File: config.mk
export PLATFORM = sky130hd
export DESIGN_NAME = design_32_issuer
export DESIGN_NICKNAME = d
export VERILOG_FILES = /design/src/rtl/design_32_issuer.sv
export SDC_FILE = /design/constraint.sdc
export NUM_CORES = 1
export LEC_CHECK = 0
export BUFFER_PORTS_ARGS = -buffer_cell sky130_fd_sc_hd__buf_4
export CAP_MARGIN = 15
export CORE_MARGIN = 2
export CORE_UTILIZATION = 46
export CTS_CLUSTER_DIAMETER = 80
export DETAILED_ROUTE_END_ITERATION = 10
export PLACE_DENSITY = 0.76
export SYNTH_ARGS = -nofsm -noshare
export SYNTH_HDL_FRONTEND = slang
export SYNTH_SLANG_ARGS = --single-unit
export TNS_END_PERCENT = 10
File: constraint.sdc
create_clock -name clk -period 2 [get_ports clk]
set_clock_uncertainty 0.1 [all_clocks]
set_input_delay 0.3 -clock clk [delete_from_list [all_inputs] [get_ports clk]]
set_output_delay 0.3 -clock clk [all_outputs]
set_load 0.05 [all_outputs]
File: src/rtl/design_32_issuer.sv
// design_32_issuer
//   Initiator for the design_32 compute engine. Takes one operand pair from
//   upstream, pulses eng_start, and waits for eng_valid. It then holds the
//   captured result for downstream until out_ready accepts it. Only one
//   transaction is in flight at a time.
//
//   Optional feature: define DESIGN_32_ISSUER_TIMEOUT_EN to enable the WAIT
//   timer. When it expires, the transaction is aborted with out_err=1 and
//   out_y=0. Without the macro, WAIT lasts until eng_valid arrives and
//   out_err is tied to 0.
//
// Ports
//   clk, rst_n            clock (rising edge), async active-low reset
//   in_valid/in_ready     upstream operand handshake, operands in_a/in_b
//   eng_start             one-cycle start pulse to the engine
//   eng_a/eng_b           operands held stable toward the engine
//   eng_y/eng_valid       engine result
//   out_valid/out_ready   downstream result handshake, out_y/out_err
//   done_cnt              completed transfers (ok + timeout), wraps
//   spur_cnt              eng_valid seen outside WAIT, saturates at 255
module design_32_issuer #(
  parameter int W       = 12,
  parameter int TIMEOUT = 15
) (
  input  logic         clk,
  input  logic         rst_n,
  input  logic         in_valid,
  output logic         in_ready,
  input  logic [W-1:0] in_a,
  input  logic [W-1:0] in_b,
  output logic         eng_start,
  output logic [W-1:0] eng_a,
  output logic [W-1:0] eng_b,
  input  logic [W-1:0] eng_y,
  input  logic         eng_valid,
  output logic         out_valid,
  input  logic         out_ready,
  output logic [W-1:0] out_y,
  output logic         out_err,
  output logic [15:0]  done_cnt,
  output logic [7:0]   spur_cnt
);

  typedef enum logic [1:0] {S_IDLE, S_ISSUE, S_WAIT, S_HOLD} state_t;

  state_t       state_q;
  logic         in_ready_q;
  logic         eng_start_q;
  logic [W-1:0] eng_a_q, eng_b_q;
  logic         out_valid_q;
  logic [W-1:0] out_y_q;
  logic [15:0]  done_cnt_q, done_cnt_d;
  logic [7:0]   spur_cnt_q, spur_cnt_d;

`ifdef DESIGN_32_ISSUER_TIMEOUT_EN
  // Timer counts WAIT cycles from 0; the last legal WAIT cycle is TIMEOUT-1.
  localparam logic [7:0] TMAX = 8'(TIMEOUT - 1);
  logic [7:0] timer_q;
  logic       out_err_q;
  assign out_err = out_err_q;
`else
  assign out_err = 1'b0;
`endif

  // A valid outside WAIT is spurious; the counter sticks at 255.
  always_comb begin
    spur_cnt_d = spur_cnt_q;
    if (eng_valid && (state_q != S_WAIT) && (spur_cnt_q != 8'hFF))
      spur_cnt_d = spur_cnt_q + 8'd1;
  end

  assign done_cnt_d = done_cnt_q + 16'd1;

  always_ff @(posedge clk or negedge rst_n) begin
    if (!rst_n) begin
      state_q     <= S_IDLE;
      in_ready_q  <= 1'b0;
      eng_start_q <= 1'b0;
      eng_a_q     <= '0;
      eng_b_q     <= '0;
      out_valid_q <= 1'b0;
      out_y_q     <= '0;
      done_cnt_q  <= '0;
      spur_cnt_q  <= '0;
`ifdef DESIGN_32_ISSUER_TIMEOUT_EN
      timer_q     <= '0;
      out_err_q   <= 1'b0;
`endif
    end else begin
      eng_start_q <= 1'b0;
      spur_cnt_q  <= spur_cnt_d;
      case (state_q)
        S_IDLE: begin
          in_ready_q <= 1'b1;
          if (in_valid && in_ready_q) begin
            eng_a_q     <= in_a;
            eng_b_q     <= in_b;
            in_ready_q  <= 1'b0;
            eng_start_q <= 1'b1;
            state_q     <= S_ISSUE;
          end
        end
        S_ISSUE: begin
`ifdef DESIGN_32_ISSUER_TIMEOUT_EN
          timer_q <= '0;
`endif
          state_q <= S_WAIT;
        end
        S_WAIT: begin
          // eng_valid is checked first so it wins on the timeout cycle.
          if (eng_valid) begin
            out_y_q     <= eng_y;
            out_valid_q <= 1'b1;
`ifdef DESIGN_32_ISSUER_TIMEOUT_EN
            out_err_q   <= 1'b0;
`endif
            state_q     <= S_HOLD;
          end
`ifdef DESIGN_32_ISSUER_TIMEOUT_EN
          else if (timer_q == TMAX) begin
            out_y_q     <= '0;
            out_err_q   <= 1'b1;
            out_valid_q <= 1'b1;
            state_q     <= S_HOLD;
          end else begin
            timer_q <= timer_q + 8'd1;
          end
`endif
        end
        S_HOLD: begin
          if (out_ready) begin
            out_valid_q <= 1'b0;
            done_cnt_q  <= done_cnt_d;
            in_ready_q  <= 1'b1;
            state_q     <= S_IDLE;
          end
        end
        default: state_q <= S_IDLE;
      endcase
    end
  end

  assign in_ready  = in_ready_q;
  assign eng_start = eng_start_q;
  assign eng_a     = eng_a_q;
  assign eng_b     = eng_b_q;
  assign out_valid = out_valid_q;
  assign out_y     = out_y_q;
  assign done_cnt  = done_cnt_q;
  assign spur_cnt  = spur_cnt_q;

endmodule
# Yosys cells after proc, flatten, opt, wreduce, memory -nomap -nowiden
# Index checks and enable logic that the tools add are counted.
# Widths: inputs -> output; s select.
# word_totals
inputBits,41
register_bits,65
# op_classes
mux,12
n_eq_ne,8
reduce_logical,12
addsub,2
# ops
op,n
$add 16x1->16 const B,1
$add 8x1->8 const B,1
$ne 2x2->1 const B,4
$ne 8x8->1 const B,1
$pmux 2 s4,1
$reduce_and 2->1,4
$mux 1,6
$mux 2,3
$reduce_and 3->1,2
$eq 2x2->1 const B,2
$pmux 1 s2,2
$reduce_bool 2->1,2
$logic_and 1x1->1,3
$eq 2x1->1 const B,1
$logic_not 2->1,1

# Depth between registers and ports, before layout
# depth
depth_word,3
depth_mapped,6
depth_no_buf,6

# Worst setup path after synthesis
# OpenSTA, ideal clock, no wires.
# synth_path
kind,reg2reg
startpoint,"reg spur_cnt_q[0], in the netlist spur_cnt[0]"
endpoint,"reg spur_cnt_q[1], in the netlist spur_cnt[1]"
path_stages_with_launch,6
t_arrival_ns,1.604
path_slack_ns,0.172
path_buffers,0
t_required_ns,1.775
synth_period_minus_slack_ns,1.828
cell_sequence,dfrtp_1 > ha_1 > and3_1 > nand2_1 > nand2_1 > mux2_2
# synth_via
elab_chain_len,2
word_cells_on_any_way,3
classes_between,1 x add/sub; 1 x eq/ne; 1 x reduce/logical
# synth_lines
element,line_no,text
from (decl),53,"logic [7:0] spur_cnt_q, spur_cnt_d;"
from (signal assigned),91,spur_cnt_q <= spur_cnt_d;
branches (longest 2 deep; another with $add 8x1->8),-,
# Parallel ways; which one is timed is not known.
# A chain may end at the register's enable or synchronous reset.

# Worst setup path after layout
# layout_path
startpoint,reg state_q[1]
endpoint,"reg done_cnt_q[15], in the netlist done_cnt[15]"
# layout_via
elab_chain_len,2
# layout_lines
element,line_no,text
from (decl),46,state_t state_q;
from (signal assigned),76,state_q <= S_IDLE;
from (signal assigned),100,state_q <= S_ISSUE;
from (signal assigned),107,state_q <= S_WAIT;
$eq 2x2->1,92,case (state_q)
$reduce_and 2->1 (no source line),-,
to (signal assigned),133,done_cnt_q <= done_cnt_d;
to (decl),52,"logic [15:0] done_cnt_q, done_cnt_d;"
# Every way passes these cells.

==> run_results.csv <==
group,metric,value,unit
run_status,status,"completed",
layout,insertedDiodeCount,0,
power,power_leakage,0.00190,uW
synth,synth_area,2700,um^2
drt,wl_per_cell,13.9,um
worst_setup_path,reg2reg_depth,5,
synth,synth_edf_count,0,
worst_setup_path,cp.required,2.12,ns
grt,grt.total_usage,18.2,%
worst_setup_path,start_kind,"flop",
worst_setup_path,cp-end-kind,"flop",
placement,placed_area,3590,um^2
grt,grt_pass1_vias,1991,
clock_tree,clk_path_buf_depth,2,
worst_setup_path,cp_max_fo,6,
sta,setup_tns,0,ns
worst_setup_path,critPathArrivalTime,1.84,ns
sta,max_freq,581,MHz
synth,yosysMostFrequentCell,"dfrtp_1",
sta,final_max_slew_viol_count,0,
sta,setup_viol,0,
placement,gp_routability_congestion,0.754,
drt,vias,1878,
synth,synth_area_leaders,"dfrtp_1 (60%), mux2_2 (16%), xnor2_1 (3.6%), ha_1 (2.8%), xor2_1 (2.6%)",
layout,final_area,3780,um^2
synth,synth_top_area_share,60.2,%
power,p_seq_share,32.1,%
sta,layout_worst_path_cycle_share,86.0,%
sta,rsz0062_at_grt,"false",
clock_tree,cts_resized,0,
synth,syn-instance-count,198,
die,core_area,5610,um^2
sta,fin_crit,1.72,ns
placement,port_buffers,103,
synth,yosysWarnings,0,
die,ios,105,
worst_hold_path,hp-class,"in -> reg",
power,switching_share,47.3,%
synth,synth_top_area_cell,"dfrtp_1",
die,dieHeight,80.7,um
layout,syn2layout_area_growth,39.7,%
grt,antenna_found_initial,0,
worst_hold_path,min_path_cells,2,
layout,nNetsFinal,359,
drt,routed_wl,5420,um
die,initial_core_util,48.2,%
layout,drive_gt1_share,51.1,%
synth,synthArstFlopShare,100,%
synth,ys_seq_area_share,60.2,%
synth,ys_types,31,
grt,grt_overflow,0,
synth,yosys_most_used_dff,"dfrtp_1",
synth,ys_seq_elements,65,
worst_setup_path,reg2reg_slack,0.28,ns
placement,dp_hpwl,4160,um
synth,synth_common_cells,"dfrtp_1 (65), mux2_2 (38), nand2_1 (13), xnor2_1 (11)",
die,fp.dieArea,6510,um^2
power,p_comb_share,53.8,%
die,num_rows,27,
drt,drtAntennaViolNets,0,
sta,timing_hold_violations_final,0,
clock_tree,post-cts-setup-buffers,0,
worst_setup_path,crit_type,"reg -> reg",
layout,fillers,450,
flow_run,max_cap_viol_count,0,
grt,grt_max_degree,35,
power,p_int,3620,uW
die,die_w,80.7,um
power,power_frac_clock,14.1,%
drt,drtIter0Drc,67,
clock_tree,h-tree-depth,3,
clock_tree,cts_sinks,65,
power,powerDensity,1820,nW/um^2
synth,avgSynthCellArea,13.7,um^2
clock_tree,cts_tree,"yes",
clock_tree,clk_pin_slew_worst_paths,0.07,ns
grt,grt_pass1_wl,8830,um
synth,syn_nets,245,
power,power.switching,3260,uW
power,worst_ir_drop_vdd,1.17,mV
drt,drc,0,
drt,routed_via_density,4.83,
clock_tree,clkLatencyLatePin,0.33,ns
drt,first_pass_iters,4,
clock_tree,root_buffer,"clkbuf_8",
clock_tree,numCtsBuffers,9,
==> worst paths after layout <==
check / startpoint / end
worst max register to register: state_q[1] / done_cnt[15]
worst min-delay path: in_b[10] / eng_b[10]
worst max-delay path: state_q[1] / done_cnt[15]
max in group asynchronous: rst_n / out_y[3]
worst min register to register: done_cnt[15] / done_cnt[15]
min in group asynchronous: rst_n / done_cnt[8]
==> metal layers <==
layer	vias up	global-route usage, %	wire length [um]	part of all wire [%]
li1	916	-	-	-
met1	881	20.5	2160	40
met2	71	30.8	2690	50
met3	10	6.52	484	8.9
met4	0	8.64	82	1.5
met5	-	0	0	0
==> registers in the layout, summed over array words and instances, names as in the netlist <==
register	count
eng_a	12
in_ready	1
spur_cnt	8
done_cnt	16
out_y	12
out_valid	1
eng_b	12
state_q	2
eng_start	1
==> layout by cell type, fill, tap and decap left out, types with 2 or more instances in the layout <==
cell type and n:
a21oi_1 2, and2_1 2, and3_1 6, and4_1 2, buf_12 2, buf_4 104, clkbuf_1 2, clkbuf_8 11
clkinv_2 3, dfrtp_1 65, ha_1 6, inv_1 7, mux2_2 38, nand2_1 13, nand3_1 4, nand4_1 3
nor2_1 4, nor3_1 2, o21ai_0 8, xnor2_1 11, xor2_1 8
==> through the flow <==
step	power (uW)	std cells	hold slack, ns	setup WS [ns]	utilization, %
4_1_cts	6960	389	0.0808	0.258	67.3
2_1_floorplan	4790	198	-0.0956	0.172	-
6_report	6880	389	0.0952	0.279	67.3
3_3_place_gp	5870	372	0.165	0.331	64.1
5_1_grt	7230	389	0.0779	0.0990	67.3
3_5_place_dp	5970	372	0.172	0.269	64.1
==> repair_timing <==
item / CTS / global route
hold buffers: 1 / 0
setup endpoints to repair: 0 / 0
endpoints found under the hold margin: 31 / 0
==> kinds of logic (layout without fill, tap and decap cells) <==
family                     Yosys count  after routing  share of synthesized area, %
adders and majority gates            6              6                          2.78
and+or+nand+nor                     44             44                          10.1
buffers and inverters               11            130                          1.80
xor gates and xnor gates            19             19                          6.15
other                                1              1                         0.139
AOI/OAI and AO/OA                   13             13                          2.68
muxes                               39             39                          16.2
DFF                                 65             65                          60.2
==> area by class of cell <==
cell class	count	area, um^2	share of cell area (%)
Sequential cell	65	1630	43.1
Clock inverter	3	15.0	0.398
Timing Repair Buffer	107	831	22.0
Multi-Input combinational cell	122	1030	27.2
Tap cell	72	90.1	2.39
Clock buffer	13	159	4.21
Inverter	7	26.3	0.696
==> power by group through the flow <==
stage | registers [uW] | logic (uW) | clock network [uW]
after floorplan | 3930 | 853 | 0
after global placement | 2210 | 3660 | 0
after detailed placement | 2230 | 3740 | 0
after CTS | 2210 | 3750 | 1000
after global routing | 2280 | 3890 | 1070
final | 2210 | 3700 | 971
==> critical path, cell delays in order (launching register included) <==
cell and delay [ns]:
dfrtp_1 0.37, ha_1 0.31, nand4_4 0.16, nor4_2 0.36, nand4_1 0.16, xnor2_1 0.14
No activity file was read; power rests on OpenSTA's default activity.
